$ cat config.mk
export PLATFORM = sky130hd
export DESIGN_NAME = wieg_regelaar_flat
export DESIGN_NICKNAME = d
export VERILOG_FILES = /design/src/rtl/wieg_pkg.sv /design/src/rtl/wieg_regelaar_if.sv /design/src/rtl/wieg_pwm.sv /design/src/rtl/wieg_regelaar.sv /design/src/flat_wrapper.sv
export SDC_FILE = /design/constraint.sdc
export NUM_CORES = 1
export LEC_CHECK = 0
export ABC_AREA = 0
export BUFFER_PORTS_ARGS = -buffer_cell sky130_fd_sc_hd__buf_2
export CAP_MARGIN = 20
export CORE_MARGIN = 2
export CORE_UTILIZATION = 50
export CTS_BUF_LIST = sky130_fd_sc_hd__clkbuf_8
export CTS_CLUSTER_SIZE = 8
export DETAILED_ROUTE_END_ITERATION = 7
export GPL_TIMING_DRIVEN = 0
export PLACE_DENSITY = 0.81
export SLEW_MARGIN = 0
export SYNTH_ARGS = -nofsm -noshare
export SYNTH_HDL_FRONTEND = slang
export SYNTH_HIERARCHICAL = 1
export SYNTH_SLANG_ARGS = --single-unit
$ cat constraint.sdc
create_clock -name clk -period 1.42 [get_ports clk]
set_input_delay 0.213 -clock clk [delete_from_list [all_inputs] [get_ports clk]]
set_output_delay 0.213 -clock clk [all_outputs]
set_load 0.02 [all_outputs]
$ cat src/rtl/wieg_pkg.sv
// -----------------------------------------------------------------------------
// wieg_pkg
// Shared types and defaults for the rocking-cradle controller (wieg_regelaar).
//   state_e        : controller state (IDLE, SETTLE, EVAL, HOLD)
//   verdict_e      : decoded stress verdict per slow tick (DOWN, SAME, UP)
//   DEF_MAX_LEVEL  : default highest rocking level
//   DEF_LVL_W      : default level width (2**DEF_LVL_W > DEF_MAX_LEVEL)
//   decode_verdict : gedaald/gelijk -> verdict, gedaald has priority
// -----------------------------------------------------------------------------
package wieg_pkg;

    localparam int DEF_MAX_LEVEL = 7;
    localparam int DEF_LVL_W     = 3;

    typedef enum logic [1:0] {
        IDLE   = 2'd0,
        SETTLE = 2'd1,
        EVAL   = 2'd2,
        HOLD   = 2'd3
    } state_e;

    typedef enum logic [1:0] {
        DOWN = 2'd0,
        SAME = 2'd1,
        UP   = 2'd2
    } verdict_e;

    // A falling stress level dominates: if both flags are set the baby is
    // calming down, so we treat it as DOWN.
    function automatic verdict_e decode_verdict(input logic gedaald, input logic gelijk);
        if (gedaald) begin
            return DOWN;
        end else if (gelijk) begin
            return SAME;
        end else begin
            return UP;
        end
    endfunction

endpackage

$ cat src/rtl/wieg_regelaar_if.sv
// -----------------------------------------------------------------------------
// wieg_regelaar_if
// Signal bundle between the stress evaluation side and the cradle controller.
//   slow    : one-clk evaluation tick                (master -> slave)
//   aan     : controller enable, low forces motor off (master -> slave)
//   gedaald : stress dropped, valid with slow        (master -> slave)
//   gelijk  : stress unchanged, valid with slow      (master -> slave)
//   niveau  : current rocking level                  (slave -> master)
//   actief  : controller not idle                    (slave -> master)
//   pwm     : motor drive                            (slave -> master)
// Modports: master (stimulus / upstream side), slave (the controller).
// -----------------------------------------------------------------------------
interface wieg_regelaar_if #(
    parameter int LVL_W = 3
);
    logic             slow;
    logic             aan;
    logic             gedaald;
    logic             gelijk;
    logic [LVL_W-1:0] niveau;
    logic             actief;
    logic             pwm;

    modport master (
        output slow, aan, gedaald, gelijk,
        input  niveau, actief, pwm
    );

    modport slave (
        input  slow, aan, gedaald, gelijk,
        output niveau, actief, pwm
    );
endinterface

$ cat src/rtl/wieg_pwm.sv
// -----------------------------------------------------------------------------
// wieg_pwm
// PWM generator for the cradle motor. A prescaler divides clk by PWM_DIV; each
// prescaler wrap advances pwm_cnt through 0..MAX_LEVEL-1. The output is high
// while pwm_cnt < applied level, registered (one cycle of latency).
// Optional: `WIEG_SOFTSTART_EN makes the applied level a register that moves
// one step toward level_i at every pwm_cnt wrap (soft motor ramp); force_off_i
// clears it at once. Without the macro the applied level is level_i itself.
// Ports:
//   clk, reset  : system clock, synchronous active-high reset
//   level_i     : requested rocking level
//   force_off_i : controller disabled (only used by the soft-start ramp)
//   pwm_o       : registered motor drive
// -----------------------------------------------------------------------------
module wieg_pwm
    import wieg_pkg::*;
#(
    parameter int MAX_LEVEL = DEF_MAX_LEVEL,
    parameter int LVL_W     = DEF_LVL_W,
    parameter int PWM_DIV   = 16
) (
    input  logic             clk,
    input  logic             reset,
    input  logic [LVL_W-1:0] level_i,
    input  logic             force_off_i,
    output logic             pwm_o
);

    localparam int               PW         = (PWM_DIV > 1) ? $clog2(PWM_DIV) : 1;
    localparam logic [PW-1:0]    PRESC_LAST = PW'(PWM_DIV - 1);
    localparam logic [LVL_W-1:0] CNT_LAST   = LVL_W'(MAX_LEVEL - 1);

    logic [PW-1:0]    presc_q, presc_d;
    logic [LVL_W-1:0] pwm_cnt_q, pwm_cnt_d;
    logic             pwm_q, pwm_d;
    logic             step;
    logic             cnt_wrap;
    logic [LVL_W-1:0] applied_level;

    assign step     = (presc_q == PRESC_LAST);
    assign cnt_wrap = step && (pwm_cnt_q == CNT_LAST);

    // NOTE: every variable driven here gets a value before any branch, so no
    // path leaves it unassigned and no latch is inferred.
    always_comb begin
        presc_d   = step ? '0 : presc_q + PW'(1);
        pwm_cnt_d = pwm_cnt_q;
        if (step) begin
            pwm_cnt_d = cnt_wrap ? '0 : pwm_cnt_q + LVL_W'(1);
        end
    end

    // Level 0 never exceeds pwm_cnt (always low); MAX_LEVEL always does
    // (always high), since pwm_cnt tops out at MAX_LEVEL-1.
    assign pwm_d = (pwm_cnt_q < applied_level);

    // NOTE: state registers use non-blocking assignments so every register
    // samples pre-edge values, independent of statement order.
    always_ff @(posedge clk) begin
        if (reset) begin
            presc_q   <= '0;
            pwm_cnt_q <= '0;
            pwm_q     <= 1'b0;
        end else begin
            presc_q   <= presc_d;
            pwm_cnt_q <= pwm_cnt_d;
            pwm_q     <= pwm_d;
        end
    end

`ifdef WIEG_SOFTSTART_EN
    logic [LVL_W-1:0] applied_q;

    // Ramp one level per full PWM period so the motor never jumps in duty.
    always_ff @(posedge clk) begin
        if (reset || force_off_i) begin
            applied_q <= '0;
        end else if (cnt_wrap) begin
            if (applied_q < level_i) begin
                applied_q <= applied_q + LVL_W'(1);
            end else if (applied_q > level_i) begin
                applied_q <= applied_q - LVL_W'(1);
            end
        end
    end

    assign applied_level = applied_q;
`else
    // The controller already zeroes the level one cycle after aan drops,
    // so the direct path needs no separate force-off.
    logic unused_force_off;
    assign unused_force_off = force_off_i;
    assign applied_level    = level_i;
`endif

    assign pwm_o = pwm_q;

endmodule

$ cat src/rtl/wieg_regelaar.sv
// -----------------------------------------------------------------------------
// wieg_regelaar
// Rocking-cradle controller. On every slow tick it reads the stress verdict
// (gedaald / gelijk) and steps the rocking level up, down or holds it, then
// drives the motor through wieg_pwm with a duty proportional to the level.
//   IDLE   : motor off; aan on a slow tick starts at level 1
//   SETTLE : SETTLE_TICKS slow ticks ignored after each level change
//   EVAL   : SAME -> level up, UP -> level down (min 1), DOWN -> HOLD
//   HOLD   : HOLD_TICKS consecutive DOWN verdicts lower the level by one
// aan=0 in any cycle returns to IDLE with level 0 on the next edge.
// Optional feature macro: WIEG_SOFTSTART_EN (soft PWM ramp in wieg_pwm).
// Ports:
//   clk, reset : system clock, synchronous active-high reset
//   bus        : wieg_regelaar_if.slave (slow, aan, gedaald, gelijk in;
//                niveau, actief, pwm out -- all outputs registered)
// -----------------------------------------------------------------------------
module wieg_regelaar
    import wieg_pkg::*;
#(
    parameter int MAX_LEVEL    = DEF_MAX_LEVEL,
    parameter int LVL_W        = DEF_LVL_W,
    parameter int SETTLE_TICKS = 2,
    parameter int HOLD_TICKS   = 4,
    parameter int PWM_DIV      = 16
) (
    input  logic           clk,
    input  logic           reset,
    wieg_regelaar_if.slave bus
);

    localparam int               SW          = (SETTLE_TICKS > 1) ? $clog2(SETTLE_TICKS) : 1;
    localparam int               HW          = (HOLD_TICKS > 1) ? $clog2(HOLD_TICKS) : 1;
    localparam logic [SW-1:0]    SETTLE_LAST = SW'(SETTLE_TICKS - 1);
    localparam logic [HW-1:0]    HOLD_LAST   = HW'(HOLD_TICKS - 1);
    localparam logic [LVL_W-1:0] LVL_ONE     = LVL_W'(1);
    localparam logic [LVL_W-1:0] LVL_MAX     = LVL_W'(MAX_LEVEL);

    state_e           state_q, state_d;
    logic [LVL_W-1:0] niveau_q, niveau_d;
    logic [SW-1:0]    settle_cnt_q, settle_cnt_d;
    logic [HW-1:0]    hold_cnt_q, hold_cnt_d;
    logic             actief_q;
    verdict_e         verdict;

    assign verdict = decode_verdict(bus.gedaald, bus.gelijk);

    always_comb begin
        state_d      = state_q;
        niveau_d     = niveau_q;
        settle_cnt_d = settle_cnt_q;
        hold_cnt_d   = hold_cnt_q;

        if (!bus.aan) begin
            // Disable wins over everything and does not wait for a tick.
            state_d      = IDLE;
            niveau_d     = '0;
            settle_cnt_d = '0;
            hold_cnt_d   = '0;
        end else if (bus.slow) begin
            unique case (state_q)
                IDLE: begin
                    state_d      = SETTLE;
                    niveau_d     = LVL_ONE;
                    settle_cnt_d = '0;
                end

                SETTLE: begin
                    if (settle_cnt_q == SETTLE_LAST) begin
                        state_d = EVAL;
                    end else begin
                        settle_cnt_d = settle_cnt_q + SW'(1);
                    end
                end

                EVAL: begin
                    case (verdict)
                        DOWN: begin
                            state_d    = HOLD;
                            hold_cnt_d = '0;
                        end
                        SAME: begin
                            // No improvement: rock harder, saturating at max.
                            if (niveau_q < LVL_MAX) begin
                                niveau_d     = niveau_q + LVL_ONE;
                                state_d      = SETTLE;
                                settle_cnt_d = '0;
                            end
                        end
                        default: begin
                            // UP: rocking is making it worse, back off but
                            // never switch off from here.
                            if (niveau_q > LVL_ONE) begin
                                niveau_d     = niveau_q - LVL_ONE;
                                state_d      = SETTLE;
                                settle_cnt_d = '0;
                            end
                        end
                    endcase
                end

                HOLD: begin
                    case (verdict)
                        DOWN: begin
                            if (hold_cnt_q == HOLD_LAST) begin
                                niveau_d   = niveau_q - LVL_ONE;
                                hold_cnt_d = '0;
                                if (niveau_q == LVL_ONE) begin
                                    state_d = IDLE;
                                end else begin
                                    state_d      = SETTLE;
                                    settle_cnt_d = '0;
                                end
                            end else begin
                                hold_cnt_d = hold_cnt_q + HW'(1);
                            end
                        end
                        SAME: begin
                            // Plateau: keep level and keep the DOWN count.
                        end
                        default: begin
                            state_d = EVAL;
                        end
                    endcase
                end
            endcase
        end
    end

    always_ff @(posedge clk) begin
        if (reset) begin
            state_q      <= IDLE;
            niveau_q     <= '0;
            settle_cnt_q <= '0;
            hold_cnt_q   <= '0;
            actief_q     <= 1'b0;
        end else begin
            state_q      <= state_d;
            niveau_q     <= niveau_d;
            settle_cnt_q <= settle_cnt_d;
            hold_cnt_q   <= hold_cnt_d;
            // Derived from the next state so it rises with the first
            // nonzero level rather than a cycle later.
            actief_q     <= (state_d != IDLE);
        end
    end

    wieg_pwm #(
        .MAX_LEVEL (MAX_LEVEL),
        .LVL_W     (LVL_W),
        .PWM_DIV   (PWM_DIV)
    ) u_pwm (
        .clk         (clk),
        .reset       (reset),
        .level_i     (niveau_q),
        .force_off_i (~bus.aan),
        .pwm_o       (bus.pwm)
    );

    assign bus.niveau = niveau_q;
    assign bus.actief = actief_q;

endmodule
$ cat src/flat_wrapper.sv
// flat-port wrapper written by rule: the top's interface ports become plain ports
module wieg_regelaar_flat import wieg_pkg::*;
#(
    parameter int MAX_LEVEL    = DEF_MAX_LEVEL,
    parameter int LVL_W        = DEF_LVL_W,
    parameter int SETTLE_TICKS = 2,
    parameter int HOLD_TICKS   = 4,
    parameter int PWM_DIV      = 16
)
  (clk, reset, bus_slow, bus_aan, bus_gedaald, bus_gelijk, bus_niveau, bus_actief, bus_pwm);
  wieg_regelaar_if #(.LVL_W(LVL_W)) bus_i ();
  input  logic clk;
  input  logic reset;
  input wire logic [$bits(bus_i.slow)-1:0] bus_slow;
  input wire logic [$bits(bus_i.aan)-1:0] bus_aan;
  input wire logic [$bits(bus_i.gedaald)-1:0] bus_gedaald;
  input wire logic [$bits(bus_i.gelijk)-1:0] bus_gelijk;
  output wire logic [$bits(bus_i.niveau)-1:0] bus_niveau;
  output wire logic [$bits(bus_i.actief)-1:0] bus_actief;
  output wire logic [$bits(bus_i.pwm)-1:0] bus_pwm;
  assign bus_i.slow = bus_slow;
  assign bus_i.aan = bus_aan;
  assign bus_i.gedaald = bus_gedaald;
  assign bus_i.gelijk = bus_gelijk;
  assign bus_niveau = bus_i.niveau;
  assign bus_actief = bus_i.actief;
  assign bus_pwm = bus_i.pwm;
  wieg_regelaar #(.MAX_LEVEL(MAX_LEVEL), .LVL_W(LVL_W), .SETTLE_TICKS(SETTLE_TICKS), .HOLD_TICKS(HOLD_TICKS), .PWM_DIV(PWM_DIV)) u_core (.clk(clk), .reset(reset), .bus(bus_i));
endmodule
# [Yosys cells after proc, flatten, opt, wreduce, memory -nomap -nowiden]
# Index checks and enable logic that the tools add are counted.
[op_classes] n_eq_ne=15 magnitude_cmp=3 bitwise_logic=1 n_reduce_logical=11 mux=31 n_addsub=6
[op_table] op="$mux W2" count=11
[op_table] op="$mux W3" count=5
[op_table] op="$reduce_and A7 Y1" count=2
[op_table] op="$pmux W2 S2" count=3
[op_table] op="$pmux W3 S3" count=1
[op_table] op="$pmux W2 S4" count=1
[op_table] op="$mux W1" count=7
[op_table] op="$add A3 B1 Y3 const B" count=2
[op_table] op="$eq A2 B2 Y1 const B" count=3
[op_table] op="$ne A2 B1 Y1 const B" count=3
[op_table] op="$pmux W3 S2" count=1
[op_table] op="$add A4 B1 Y4 const B" count=1
[op_table] op="$eq A2 B1 Y1 const B" count=2
[op_table] op="$eq A4 B4 Y1 const B" count=1
[op_table] op="$logic_not A2 Y1" count=2
[op_table] op="$ne A2 B2 Y1 const B" count=2
[op_table] op="$pmux W1 S4" count=1
[op_table] op="$reduce_and A4 Y1" count=1
[op_table] op="$reduce_bool A2 Y1" count=2
[op_table] op="$reduce_or A2 Y1" count=2
[op_table] op="$eq A3 B1 Y1 const B" count=1
[op_table] op="$eq A3 B3 Y1 const B" count=1
[op_table] op="$gt A3 B1 Y1 const B" count=1
[op_table] op="$lt A3 B3 Y1" count=1
[op_table] op="10 further kinds" count=10
[word_totals] regBits=17 output_inout_bits=5 in_bits=6

# [Logic depth before layout (Yosys ltp)]
[depth] ltp_word=8 ltp_mapped=6 mapped_depth_nobuf=6

# [Modules after synthesis]
# The synthesis kept the hierarchy.
[by_module_without_submodules] module="wieg_regelaar" area_per_inst_um2=670.6 instances=1 cells_per_inst=81
[by_module_without_submodules] module="wieg_pwm" area_per_inst_um2=395.4 instances=1 cells_per_inst=43

# [Least setup slack after synthesis]
# OpenSTA, ideal clock, no wires.
[synth_path] path_type="register -> register" start="register u_core.niveau_q[0] (netlist: u_core/bus.niveau[0])" end="register u_core.actief_q (netlist: u_core/bus.actief)" required_time_ns=1.291 arrival_time_ns=1.495 stages_incl_launch_ff=6 slack_ns=-0.205 synth_period_minus_slack_ns=1.625 n_path_buf=0 cell_sequence="dfxtp_1 > ha_1 > nand3b_1 > a311o_1 > a311oi_1 > o22ai_1"
[synth_via] elab_chain_cells=8
[synth_lines] item="from (decl)" line_no="wieg_regelaar.sv:39" text="logic [LVL_W-1:0] niveau_q, niveau_d;"
[synth_lines] item="from (signal assigned)" line_no="wieg_regelaar.sv:138" text="niveau_q <= niveau_d;"
[synth_lines] item="branches (longest 4 deep; another with $gt A3 B1 Y1)"
[synth_lines] item="$pmux W2 S4 (*)" line_no="wieg_regelaar.sv:60" text="unique case (state_q)"
[synth_lines] item="$mux W2 (*)" line_no="wieg_regelaar.sv:59" text="end else if (bus.slow) begin"
[synth_lines] item="$mux W2 (*)" line_no="wieg_regelaar.sv:53" text="if (!bus.aan) begin"
[synth_lines] item="$reduce_bool A2 Y1 (*)" line_no="wieg_regelaar.sv:143" text="actief_q <= (state_d != IDLE);"
[synth_lines] item="to (signal assigned)" line_no="wieg_regelaar.sv:143"
[synth_lines] item="to (decl)" line_no="wieg_regelaar.sv:42" text="logic actief_q;"
# Mark *: on every way between the ends.
# A chain may end at the register's enable or synchronous reset.

# [Worst setup path after layout]
[layout_path] start="register u_core.state_q[0]" end="register u_core.actief_q (netlist: u_core/bus.actief)"
[layout_via] elab_chain_cells=6
[layout_lines] item="from (decl)" line_no="wieg_regelaar.sv:38" text="state_e state_q, state_d;"
[layout_lines] item="from (signal assigned)" line_no="wieg_regelaar.sv:137" text="state_q <= state_d;"
[layout_lines] item="$mux W2, on equally long branches" line_no="wieg_regelaar.sv:104, wieg_regelaar.sv:83, wieg_regelaar.sv:92"
[layout_lines] item="$pmux W2 S2, on equally long branches" line_no="wieg_regelaar.sv:102, wieg_regelaar.sv:76"
[layout_lines] item="$pmux W2 S4" line_no="wieg_regelaar.sv:60"
[layout_lines] item="$mux W2 (*)" line_no="wieg_regelaar.sv:59"
[layout_lines] item="$mux W2 (*)" line_no="wieg_regelaar.sv:53"
[layout_lines] item="$reduce_bool A2 Y1 (*)" line_no="wieg_regelaar.sv:143"
# Mark *: on every way between the ends. The rest lies on a longest branch, timed or not.

==> flow_metrics.tcl <==
set metrics [dict create \
    hp-class "in -> reg" \
    root_buffer "clkbuf_8" \
    period_minus_slack_ns 1.50 \
    drive_gt1_share_pct 30.5 \
    rows 16 \
    final_max_slew_viol_count 0 \
    clockBufferDepth 2 \
    drc_errors 0 \
    grt-ovfl-total 0 \
    synth-main-ff-cell "dfxtp_1" \
    ir_drop_mv 0.710 \
    rr_endpoint "u_core/bus.actief" \
    grtUsageTotal_pct 20.2 \
    syn_to_final_growth_pct 20.4 \
    syn_inst 124 \
    port_buffers 10 \
    swShare_pct 25.3 \
    slew_headroom_pct 71.8 \
    drt-initial-drc-count 24 \
    dr.pass1.iters 4 \
    crit_fanout 10 \
    p_leak_nw 0.475 \
    num_antenna_cells 0 \
    async_reset_ff_share_pct 0 \
    die-area_sq_um 2520 \
    boundaryPins 11 \
    outcome "finished, violations left" \
    grt_pass1_wl_microns 3890 \
    wire_per_inst_microns 13.8 \
    setup_viol 6 \
    nets 157 \
    worstSkewPairLatency_ns 0.26 \
    rsz0062_at_grt "yes" \
    yosysSeqAreaShare_pct 31.9 \
    cts.htree.levels 1 \
    dpl.hpwl_microns 1660 \
    clkSlewWorstSetupHoldPaths_ns 0.07 \
    endpoint_kind "flip-flop" \
    p_int_uw 726 \
    die_width_microns 50.2 \
    via_per_inst 5.86 \
    layout_commonest_cell "a21oi_1" \
    grt_max_degree 12 \
    grt_antenna_before_repair 0 \
    die_h_microns 50.2 \
    skew_ns 0.00285 \
    wirelength_microns 2320 \
    powerDensity_nw_per_um2 758 \
    routabilityCongestion 0.902 \
    crit_path_end "u_core/bus.actief" \
    r2r_slack_ns -0.08 \
    setup_ws_ns -0.0761 \
    placed_cell_area_sq_um 1180 \
    arrival_ns 1.63 \
    layout_common_cells "a21oi_1, buf_2, nor2_1, dfxtp_1, inv_1" \
    cts_tree "done" \
    yosysWarnings 6 \
    violations "negative setup slack" \
    ys_ff_latch 17 \
    reg2reg_from "u_core/state_q[0]" \
    cp-startpoint "u_core/state_q[0]" \
    crit_slowest_cell "dfxtp_2" \
    hold_ws_ns 0.270 \
    core_area_sq_um 1980 \
    synth-edff-count 0 \
    r2r_cells 5 \
    path_cells "buf_4 > a21oi_1 > a311o_1 > a311oi_2 > o22ai_1" \
    vias 984 \
    design_area_sq_um 1280 \
    seqPwrFrac_pct 51.3 \
    grt_pass1_vias 917 \
    cap_violations 0 \
    antenna_left 0 \
    clock-sinks 17 \
    fin_setup_tns_ns -0.245 \
    netlist_area_sq_um 1070 \
    max_freq_mhz 668 \
    switching_power_uw 246 \
    slowest_delay_ns 0.39 \
    clkPwrFrac_pct 37.7 \
    min_period_over_period_pct 105 \
    startpoint_type "flip-flop" \
    synth_nets 139 \
    power_frac_comb_pct 10.9 \
    hold_viol 0 \
    cts_buffers 3 \
    critPathKind "reg -> reg" \
    cp.required_ns 1.55 \
    syn_area_per_cell_sq_um 8.60 \
    worst_slew_pin_slew_ns 0.418 \
    hold_depth 3 \
    synth_cell_types 49 \
    initial_core_util_pct 53.8 \
]
## worst min path at each step
| stage | from | endpoint | slack [ns] |
|---|---|---|---|
| floorplan | reset | u_core/bus.niveau[0] | 0.38 |
| global placement | u_core/u_pwm/presc_q[0] | u_core/u_pwm/presc_q[0] | 0.47 |
| detailed placement | u_core/u_pwm/presc_q[0] | u_core/u_pwm/presc_q[0] | 0.48 |
| CTS | reset | u_core/bus.niveau[0] | 0.27 |
| global route | reset | u_core/bus.niveau[0] | 0.29 |
| finish | reset | u_core/bus.niveau[0] | 0.27 |
## layer usage
metal,up-vias,wire (microns),track usage (%)
met1,462,1050,25.8
met3,6,103,4.17
met5,-,0,0
met2,31,1120,31.4
met4,0,45,11.6
li1,485,-,-
## stage by stage
stage          cells  util [%]  setup slack [ns]  total power [mW]
2_1_floorplan    124         -          -0.00305             0.579
3_3_place_gp     161      59.5            -0.132             0.607
3_5_place_dp     161      59.5            -0.137             0.612
4_1_cts          167      64.3           -0.0468             0.973
5_1_grt          168      64.8            -0.118              1.01
6_report         168      64.8           -0.0761             0.972
## cell usage after synthesis, types with 2 or more instances
library cell | number | share of area, %
a21oi_1 | 14 | 6.6
xnor2_1 | 2 | 1.6
dfxtp_1 | 17 | 32
inv_1 | 9 | 3.2
mux2i_1 | 2 | 1.9
nor2_1 | 10 | 3.5
nand2b_1 | 4 | 2.3
nand2_1 | 7 | 2.5
o22ai_1 | 2 | 1.2
nand4b_1 | 2 | 1.6
ha_1 | 9 | 11
o21ai_0 | 5 | 2.3
nand4_1 | 2 | 1.2
nand3b_1 | 2 | 1.4
nand3_1 | 3 | 1.4
## repair_timing
action,in CTS,in global routing
setup endpoints to repair,6,6
pin swaps,7,1
gates resized for setup,9,3
setup buffers,2,1
hold buffers,0,0
## area by class of cell
type / instances / area, sq um
tap: 27 / 33.8
buffer: 4 / 27.5
clock buffer: 3 / 41.3
sequential: 17 / 357
multi-input combinational: 94 / 711
clock inverter: 1 / 5.00
inverter: 9 / 36.3
fill: 153 / 698
timing repair buffer: 13 / 72.6
## state kept, by name (all words and copies together), names as in the netlist
| name | cells |
|---|---|
| u_core/u_pwm/presc_q | 4 |
| u_core/bus.niveau | 3 |
| u_core/u_pwm/pwm_cnt_q | 3 |
| u_core/hold_cnt_q | 2 |
| u_core/state_q | 2 |
| u_core/bus.actief | 1 |
| u_core/settle_cnt_q | 1 |
| u_core/u_pwm/pwm_o | 1 |
## logic make-up after synthesis
group,after synthesis,synth area share [%]
muxes,2,1.88
and+or+nand+nor,44,25.2
AOI/OAI and AO/OA,37,23.0
buffers and inverters,13,5.75
DFF,17,31.9
xor gates and xnor gates,2,1.64
adders and majority gates,9,10.6
## power by group through the flow
stage / clock network, mW / registers (mW) / logic (mW)
after floorplan: 0 / 0.511 / 0.0682
after global placement: 0 / 0.508 / 0.0987
after detailed placement: 0 / 0.510 / 0.103
after CTS: 0.369 / 0.499 / 0.105
after global routing: 0.395 / 0.500 / 0.117
final: 0.367 / 0.499 / 0.106
## critical path, delay by kind of cell, from the launching register on
kind                   cells  cell delay, ns
AO/OA/AOI/OAI              4            0.80
flip-flops                 1            0.39
buffers and inverters      1            0.18
(Power assumes the default switching activity.)
